`config.mk`:
```
export PLATFORM = sky130hd
export DESIGN_NAME = util_cpack2_timestamp_flat
export DESIGN_NICKNAME = d
export VERILOG_FILES = /design/src/rtl/util_cpack2_timestamp_pkg.sv /design/src/rtl/util_cpack2_timestamp_if.sv /design/src/rtl/util_cpack2_timestamp_fifo.sv /design/src/rtl/util_cpack2_timestamp.sv /design/src/flat_wrapper.sv
export SDC_FILE = /design/constraint.sdc
export NUM_CORES = 2
export LEC_CHECK = 0
export BUFFER_PORTS_ARGS = -buffer_cell sky130_fd_sc_hd__buf_2
export CAP_MARGIN = 20
export CORE_MARGIN = 2
export CORE_UTILIZATION = 40
export DETAILED_ROUTE_END_ITERATION = 10
export PLACE_DENSITY = 0.62
export SYNTH_ARGS = -nofsm -noshare
export SYNTH_HDL_FRONTEND = slang
export SYNTH_SLANG_ARGS = --single-unit
```
`constraint.sdc`:
```
create_clock -name adc_clk -period 23.4 [get_ports adc_clk]
set_input_delay 1.17 -clock adc_clk [delete_from_list [all_inputs] [get_ports adc_clk]]
set_output_delay 1.17 -clock adc_clk [all_outputs]
set_load 0.01 [all_outputs]
```
`src/rtl/util_cpack2_timestamp_pkg.sv`:
```
// util_cpack2_timestamp_pkg: shared widths and the FIFO write-kind encoding
package util_cpack2_timestamp_pkg;
  localparam int TS_WIDTH = 64;
  localparam int DATA_WIDTH = 64;
  typedef enum logic [1:0] {NONE, SINGLE, PAIR} wr_kind_e;
endpackage

```
`src/rtl/util_cpack2_timestamp_if.sv`:
```
// util_cpack2_timestamp_if: output stream to the DMA (m_axis_valid/ready/data)
interface util_cpack2_timestamp_if;
  import util_cpack2_timestamp_pkg::*;
  logic m_axis_valid;
  logic m_axis_ready;
  logic [DATA_WIDTH-1:0] m_axis_data;
  modport master(output m_axis_valid, output m_axis_data, input m_axis_ready);
  modport slave(input m_axis_valid, input m_axis_data, output m_axis_ready);
endinterface

```
`src/rtl/util_cpack2_timestamp_fifo.sv`:
```
// util_cpack2_timestamp_fifo: FWFT buffer writing one or two words per cycle
// Ports: clk/rst, flush (empties), wr_kind + wr_data0/1 (write, data0 first),
// rd_en (pop), rd_valid/rd_data (head word, 0 when empty), full, free (space).
module util_cpack2_timestamp_fifo
  import util_cpack2_timestamp_pkg::*;
#(
  parameter int DEPTH = 16,
  localparam int AW = $clog2(DEPTH)
) (
  input  logic                  clk,
  input  logic                  rst,
  input  logic                  flush,
  input  wr_kind_e              wr_kind,
  input  logic [DATA_WIDTH-1:0] wr_data0,
  input  logic [DATA_WIDTH-1:0] wr_data1,
  input  logic                  rd_en,
  output logic                  rd_valid,
  output logic [DATA_WIDTH-1:0] rd_data,
  output logic                  full,
  output logic [AW:0]           free
);
  logic [DATA_WIDTH-1:0] mem [DEPTH];
  logic [AW:0] wr_ptr, rd_ptr, count;
  logic empty;
  always_comb begin
    count = wr_ptr - rd_ptr;
    free = (AW+1)'(DEPTH) - count;
    empty = wr_ptr == rd_ptr;
    full = count == (AW+1)'(DEPTH);
    rd_valid = !empty;
    rd_data = empty ? '0 : mem[rd_ptr[AW-1:0]];
  end
  always_ff @(posedge clk or posedge rst) begin
    if (rst) begin
      wr_ptr <= '0;
      rd_ptr <= '0;
    end else if (flush) begin
      wr_ptr <= '0;
      rd_ptr <= '0;
    end else begin
      if (wr_kind != NONE) wr_ptr <= wr_ptr + (wr_kind == PAIR ? (AW+1)'(2) : (AW+1)'(1));
      if (rd_en && !empty) rd_ptr <= rd_ptr + (AW+1)'(1);
    end
  end
  always_ff @(posedge clk) begin
    if (!flush && wr_kind != NONE) begin
      mem[wr_ptr[AW-1:0]] <= wr_data0;
      if (wr_kind == PAIR) mem[wr_ptr[AW-1:0] + AW'(1)] <= wr_data1;
    end
  end
endmodule

```
`src/rtl/util_cpack2_timestamp.sv`:
```
// util_cpack2_timestamp: inserts a timestamp word before each block of ADC words
// Ports: adc_clk, reset (async, active-high), timestamp, timestamp_every
// (0 = no insertion), dma_xfer_req, fifo_wr_en/fifo_wr_data (no backpressure),
// fifo_wr_overflow (pulse per dropped write), m_axis (master stream).
// Option UTIL_CPACK2_TIMESTAMP_DROP_CNT_EN adds drop_count (saturating drops).
module util_cpack2_timestamp
  import util_cpack2_timestamp_pkg::*;
#(
  parameter int NUM_OF_CHANNELS = 4,
  parameter int SAMPLE_DATA_WIDTH = 16,
  parameter int SAMPLES_PER_CHANNEL = 1,
  parameter int FIFO_DEPTH = 16
) (
  input  logic          adc_clk,
  input  logic          reset,
  input  logic [TS_WIDTH-1:0] timestamp,
  input  logic [31:0]   timestamp_every,
  input  logic          dma_xfer_req,
  input  logic          fifo_wr_en,
  input  logic [NUM_OF_CHANNELS*SAMPLE_DATA_WIDTH*SAMPLES_PER_CHANNEL-1:0] fifo_wr_data,
  output logic          fifo_wr_overflow,
  util_cpack2_timestamp_if.master m_axis
`ifdef UTIL_CPACK2_TIMESTAMP_DROP_CNT_EN
  , output logic [31:0] drop_count
`endif
);
  localparam int AW = $clog2(FIFO_DEPTH);
  logic [31:0] cnt, every_q;
  logic [DATA_WIDTH-1:0] word;
  logic full, rd, ok, drop;
  logic [AW:0] free, free_after;
  wr_kind_e kind, push;
  assign word = fifo_wr_data;
  always_comb begin
    rd = m_axis.m_axis_valid && m_axis.m_axis_ready;
    kind = !(fifo_wr_en && dma_xfer_req) ? NONE : (cnt == '0 && timestamp_every != '0) ? PAIR : SINGLE;
    // space freed by this cycle's read is usable by this cycle's write
    free_after = free + {{AW{1'b0}}, rd};
    ok = kind == PAIR ? free_after >= (AW+1)'(2) : (!full || rd);
    push = ok ? kind : NONE;
    drop = kind != NONE && !ok;
  end
  always_ff @(posedge adc_clk or posedge reset) begin
    if (reset) begin
      cnt <= '0;
      every_q <= '0;
      fifo_wr_overflow <= 1'b0;
    end else begin
      fifo_wr_overflow <= drop;
      // a drop restarts the block so the next timestamp matches its data
      if (!dma_xfer_req || drop) cnt <= '0;
      else if (push != NONE) begin
        if (cnt == '0) begin
          every_q <= timestamp_every;
          cnt <= timestamp_every > 32'd1 ? 32'd1 : 32'd0;
        end else cnt <= (cnt + 32'd1 == every_q) ? '0 : cnt + 32'd1;
      end
    end
  end
  util_cpack2_timestamp_fifo #(.DEPTH(FIFO_DEPTH)) u_fifo (
    .clk(adc_clk),
    .rst(reset),
    .flush(!dma_xfer_req),
    .wr_kind(push),
    .wr_data0(push == PAIR ? timestamp : word),
    .wr_data1(word),
    .rd_en(m_axis.m_axis_ready),
    .rd_valid(m_axis.m_axis_valid),
    .rd_data(m_axis.m_axis_data),
    .full(full),
    .free(free)
  );
`ifdef UTIL_CPACK2_TIMESTAMP_DROP_CNT_EN
  logic dma_q;
  always_ff @(posedge adc_clk or posedge reset) begin
    if (reset) begin
      dma_q <= 1'b0;
      drop_count <= '0;
    end else begin
      dma_q <= dma_xfer_req;
      if (dma_xfer_req && !dma_q) drop_count <= '0;
      else if (drop && drop_count != '1) drop_count <= drop_count + 32'd1;
    end
  end
`endif
endmodule

```
`src/flat_wrapper.sv`:
```
// flat-port wrapper written by rule: the top's interface ports become plain ports
module util_cpack2_timestamp_flat import util_cpack2_timestamp_pkg::*;
#(
  parameter int NUM_OF_CHANNELS = 4,
  parameter int SAMPLE_DATA_WIDTH = 16,
  parameter int SAMPLES_PER_CHANNEL = 1,
  parameter int FIFO_DEPTH = 16
)
  (adc_clk, reset, timestamp, timestamp_every, dma_xfer_req, fifo_wr_en, fifo_wr_data, fifo_wr_overflow, m_axis_m_axis_valid, m_axis_m_axis_data, m_axis_m_axis_ready);
  util_cpack2_timestamp_if m_axis_i ();
  input  logic adc_clk;
  input  logic reset;
  input  logic [TS_WIDTH-1:0] timestamp;
  input  logic [31:0] timestamp_every;
  input  logic dma_xfer_req;
  input  logic fifo_wr_en;
  input  logic [NUM_OF_CHANNELS*SAMPLE_DATA_WIDTH*SAMPLES_PER_CHANNEL-1:0] fifo_wr_data;
  output logic fifo_wr_overflow;
  output wire logic [$bits(m_axis_i.m_axis_valid)-1:0] m_axis_m_axis_valid;
  output wire logic [$bits(m_axis_i.m_axis_data)-1:0] m_axis_m_axis_data;
  input wire logic [$bits(m_axis_i.m_axis_ready)-1:0] m_axis_m_axis_ready;
  assign m_axis_m_axis_valid = m_axis_i.m_axis_valid;
  assign m_axis_m_axis_data = m_axis_i.m_axis_data;
  assign m_axis_i.m_axis_ready = m_axis_m_axis_ready;
  util_cpack2_timestamp #(.NUM_OF_CHANNELS(NUM_OF_CHANNELS), .SAMPLE_DATA_WIDTH(SAMPLE_DATA_WIDTH), .SAMPLES_PER_CHANNEL(SAMPLES_PER_CHANNEL), .FIFO_DEPTH(FIFO_DEPTH)) u_core (.adc_clk(adc_clk), .reset(reset), .timestamp(timestamp), .timestamp_every(timestamp_every), .dma_xfer_req(dma_xfer_req), .fifo_wr_en(fifo_wr_en), .fifo_wr_data(fifo_wr_data), .fifo_wr_overflow(fifo_wr_overflow), .m_axis(m_axis_i));
endmodule
```
==> flow_summary.ini <==
[worst_setup_path]
setup.worst_path.start = u_core.u_fifo.rd_ptr[2]$_DFFE_PP0P_
path_depth = 18
cpPeakStageDelay_ns = 0.96
path_class = flop to flop
reg2reg_depth = 18
cp.required_ns = 23.78
path_cells = inv_6, ha_1, nand4_1, nor2_4, nor2b_1, inv_1, ha_1, inv_1, ha_1, or2_2, a2111o_1, mux2i_1, or3_1, nor2_1, o21bai_1, nand2_1, nor2_4, buf_4
critPathBufInv = 4
worst_setup_path_start_kind = flop
reg2reg_from = u_core.u_fifo.rd_ptr[2]$_DFFE_PP0P_
cp_slowest_cell = nor2_4
worst_setup_path_end_kind = flop
r2r_slack_ns = 17.02
worstPathArrival_ns = 6.76
cp_common_cell = ha_1
r2r_end = u_core.u_fifo.mem[5][39]$_DFFE_PP_
path_delay_family = simple AND/OR/NAND/NOR gates
crit_fanout = 39

[clock_network]
clkSlewWorstSetupHoldPaths_ns = 0.06
htree_levels = 3
hold_buffers = 0
cts_resized = 0
clock_latency_ns = 0.76
numCtsBuffers = 118
cts.sinks = 1099
cts_root_buf = clkbuf_16
ctsLongestPathBuffers = 3
post_cts_buffers = 0
cts_tree = done

[detailed_routing]
avgRoutedWirePerCell_um = 24.6
ant_nets = 0
via_count = 38000
route.detailed.drc = 0
via_per_inst = 5.86
drt-initial-drc-count = 4782
first_pass_iters = 6
drt_wl_total_um = 159000

[sta]
min_period_ns = 6.38
hold_ws_ns = 0.425
finalSetupViolCount = 0
fmax_ghz = 0.157
finalClockSkew_ns = 0.0751
setup_slack_ns = 17.02
slew_violations = 0
tightest_slew_ns = 1.17
relSlewSlack_pct = 22.3
fin_setup_tns_ns = 0
grt_setup_unrepaired = false
hold_viol = 0
min_period_over_period_pct = 27.3

[final_layout]
layout-drive-gt1-share_pct = 19.7
multi_input_area_sq_um = 20800
final_cells = 6474
nNetsFinal = 4753
syn_to_final_growth_pct = 11.4
seqCellArea_sq_um = 32600
fillers = 12300

[power]
powerDensity_nw_per_um2 = 98.5
p_leak_uw = 0.0211
ir_worst_vdd_mv = 0.113

[synth]
ys.flop_type = edfxtp_1
synth_nets = 4834
synth_simple_gate_area_share_pct = 10.3
synthXorXnorAreaFrac_pct = 0.801
syn_area_per_cell_sq_um = 11.9
synth_top_family_by_area = multiplexers
synth_compound_area_share_pct = 10.8
synth-edff-count = 1024
synthTopCellsByArea = edfxtp_1, mux4_2, a21oi_1, nor2_1, dfrtp_1
synthCells = 4656
synth_top_cell_by_area = edfxtp_1
synth_adder_area_share_pct = 0.320
syn_area_sq_um = 55400
synth-seq-area-share_pct = 58.8
yosysUniqueCellTypes = 66
async_reset_ff_share_pct = 6.82
yosysTopAreaCellShare_pct = 55.5
ys_warn_count = 0
ys_ff_latch = 1099
muxShareOfSynthArea_pct = 14.9

[placed_design]
io_buffers = 230
dpl.cell_count = 6246
place_congestion = 0.841
place_ws_ns = 17.01
place_hpwl_um = 90400

[floorplan]
fp-row-count = 136
core-area_sq_um = 137000
io_pins = 231
dieArea_sq_um = 142000
dieWidth_um = 376
dieHeight_um = 376
initial_core_util_pct = 40.3

[grt]
grt_overflow = 0
antenna_found_initial = 21
grt_start_max_net_pins = 126
grtUsageTotal_pct = 22.4
grt_pass1_vias = 36900
grt_pass1_wl_um = 238000

[flow_run]
cap_viol_max_count = 0

[status]
outcome = completed

[min_path]
min_path_type = input pin to async pin
final cells by class:
type / instances / share of cell area, %
tap: 1794 / 3.63
antenna: 9 / 0.0365
timing repair buffer: 351 / 3.48
inverter: 24 / 0.162
sequential: 1099 / 52.8
clock buffer: 145 / 4.94
multi-input combinational: 2981 / 33.7
clock inverter: 71 / 1.20
worst max path at each step:
stage,end
after floorplan,u_core.u_fifo.mem[0][0]$_DFFE_PP_
after global placement,u_core.u_fifo.mem[4][39]$_DFFE_PP_
after detailed placement,u_core.u_fifo.mem[5][39]$_DFFE_PP_
after CTS,u_core.u_fifo.mem[5][23]$_DFFE_PP_
after global routing,u_core.u_fifo.mem[0][56]$_DFFE_PP_
final,u_core.u_fifo.mem[5][39]$_DFFE_PP_
power breakdown:
part	internal (uW)	switching [uW]	leakage (uW)
Sequential	2400	81.6	0.0102
Clock	1050	807	0.00185
Combinational	745	994	0.00901
Total	4200	1880	0.0211
flip-flops by register name (all words and copies together) (netlist names):
register,flops
u_core.u_fifo.wr_ptr,5
u_core.u_fifo.rd_ptr,5
u_core.every_q,32
u_core.u_fifo.mem,1024
u_core.fifo_wr_overflow,1
u_core.cnt,32
per-layer routing:
metal  up-vias  global-route usage (%)  part of all wire [%]
met5         -                       0                 0.034
met4        10                    7.21                   2.7
met3       262                    3.15                   8.5
met2      1819                    37.0                    49
met1     18900                    30.5                    40
li1      17000                       -                     -
cells by family (layout without fill, tap and decap cells):
family	count (synthesis)	after routing
flip-flops	1099	1099
AND/OR/NAND/NOR	1357	1357
multiplexers	420	420
AO/OA/AOI/OAI	1142	1142
other	0	9
XOR/XNOR	49	49
adder cells (fa/ha/maj)	13	13
buffers and inverters	576	591
worst min-delay path, delay by kind of cell:
| family | cells | cell delay, ns |
|---|---|---|
| buf+inv | 3 | 0.29 |
metrics by stage:
step	total power, uW	cell area (sq um)	utilization (%)
final	6080	61800	44.9
after global routing	6350	61800	44.9
after CTS	6120	61700	44.9
after detailed placement	4270	57900	42.1
after global placement	4230	57600	41.9
after floorplan	3690	55400	-
Yosys cell counts (all sizes together) (5+ instances only):
| cell | instances |
|---|---|
| ha | 11 |
| nor3 | 26 |
| xor2 | 20 |
| or3 | 20 |
| nor2b | 67 |
| edfxtp | 1024 |
| xnor2 | 28 |
| a211o | 8 |
| or4 | 12 |
| or2 | 5 |
| a21oi | 1046 |
| mux2 | 32 |
| and2 | 9 |
| mux4 | 320 |
| nand3 | 25 |
| o21bai | 12 |
| nand4 | 21 |
| nor3b | 5 |
| o31ai | 5 |
| dfrtp | 75 |
| and4 | 5 |
| clkbuf | 438 |
| nand2b | 5 |
| nor4 | 31 |
| a21o | 19 |
| nor2 | 1066 |
| o21ai | 18 |
| buf | 114 |
| o211ai | 5 |
| inv | 23 |
| mux2i | 68 |
| nand2 | 51 |
cells in the final DEF, fill, tap and decap left out, types with 12 or more instances in the layout:
cell type  Yosys  final
xnor2_1       28     28
clkinv_1       1     24
clkbuf_16      0    118
clkinv_2       0     23
mux4_2       320    320
nor4_1        30     30
a21oi_1     1046   1046
nor3_1        26     23
buf_2         83    230
nor2b_1       67     66
clkbuf_1     436     27
mux2i_1       68     63
o21ai_0       18     15
o21bai_1      12     12
a21o_1        19     19
mux2_2        32     32
dfrtp_1       75     72
nor2_1      1066   1056
nand3_1       25     20
nand2_1       51     47
buf_4          1    115
inv_1         23     20
nand4_1       19     19
or3_1         20     20
edfxtp_1    1024   1024
xor2_1        20     20
No activity file was read; power rests on OpenSTA's default activity.
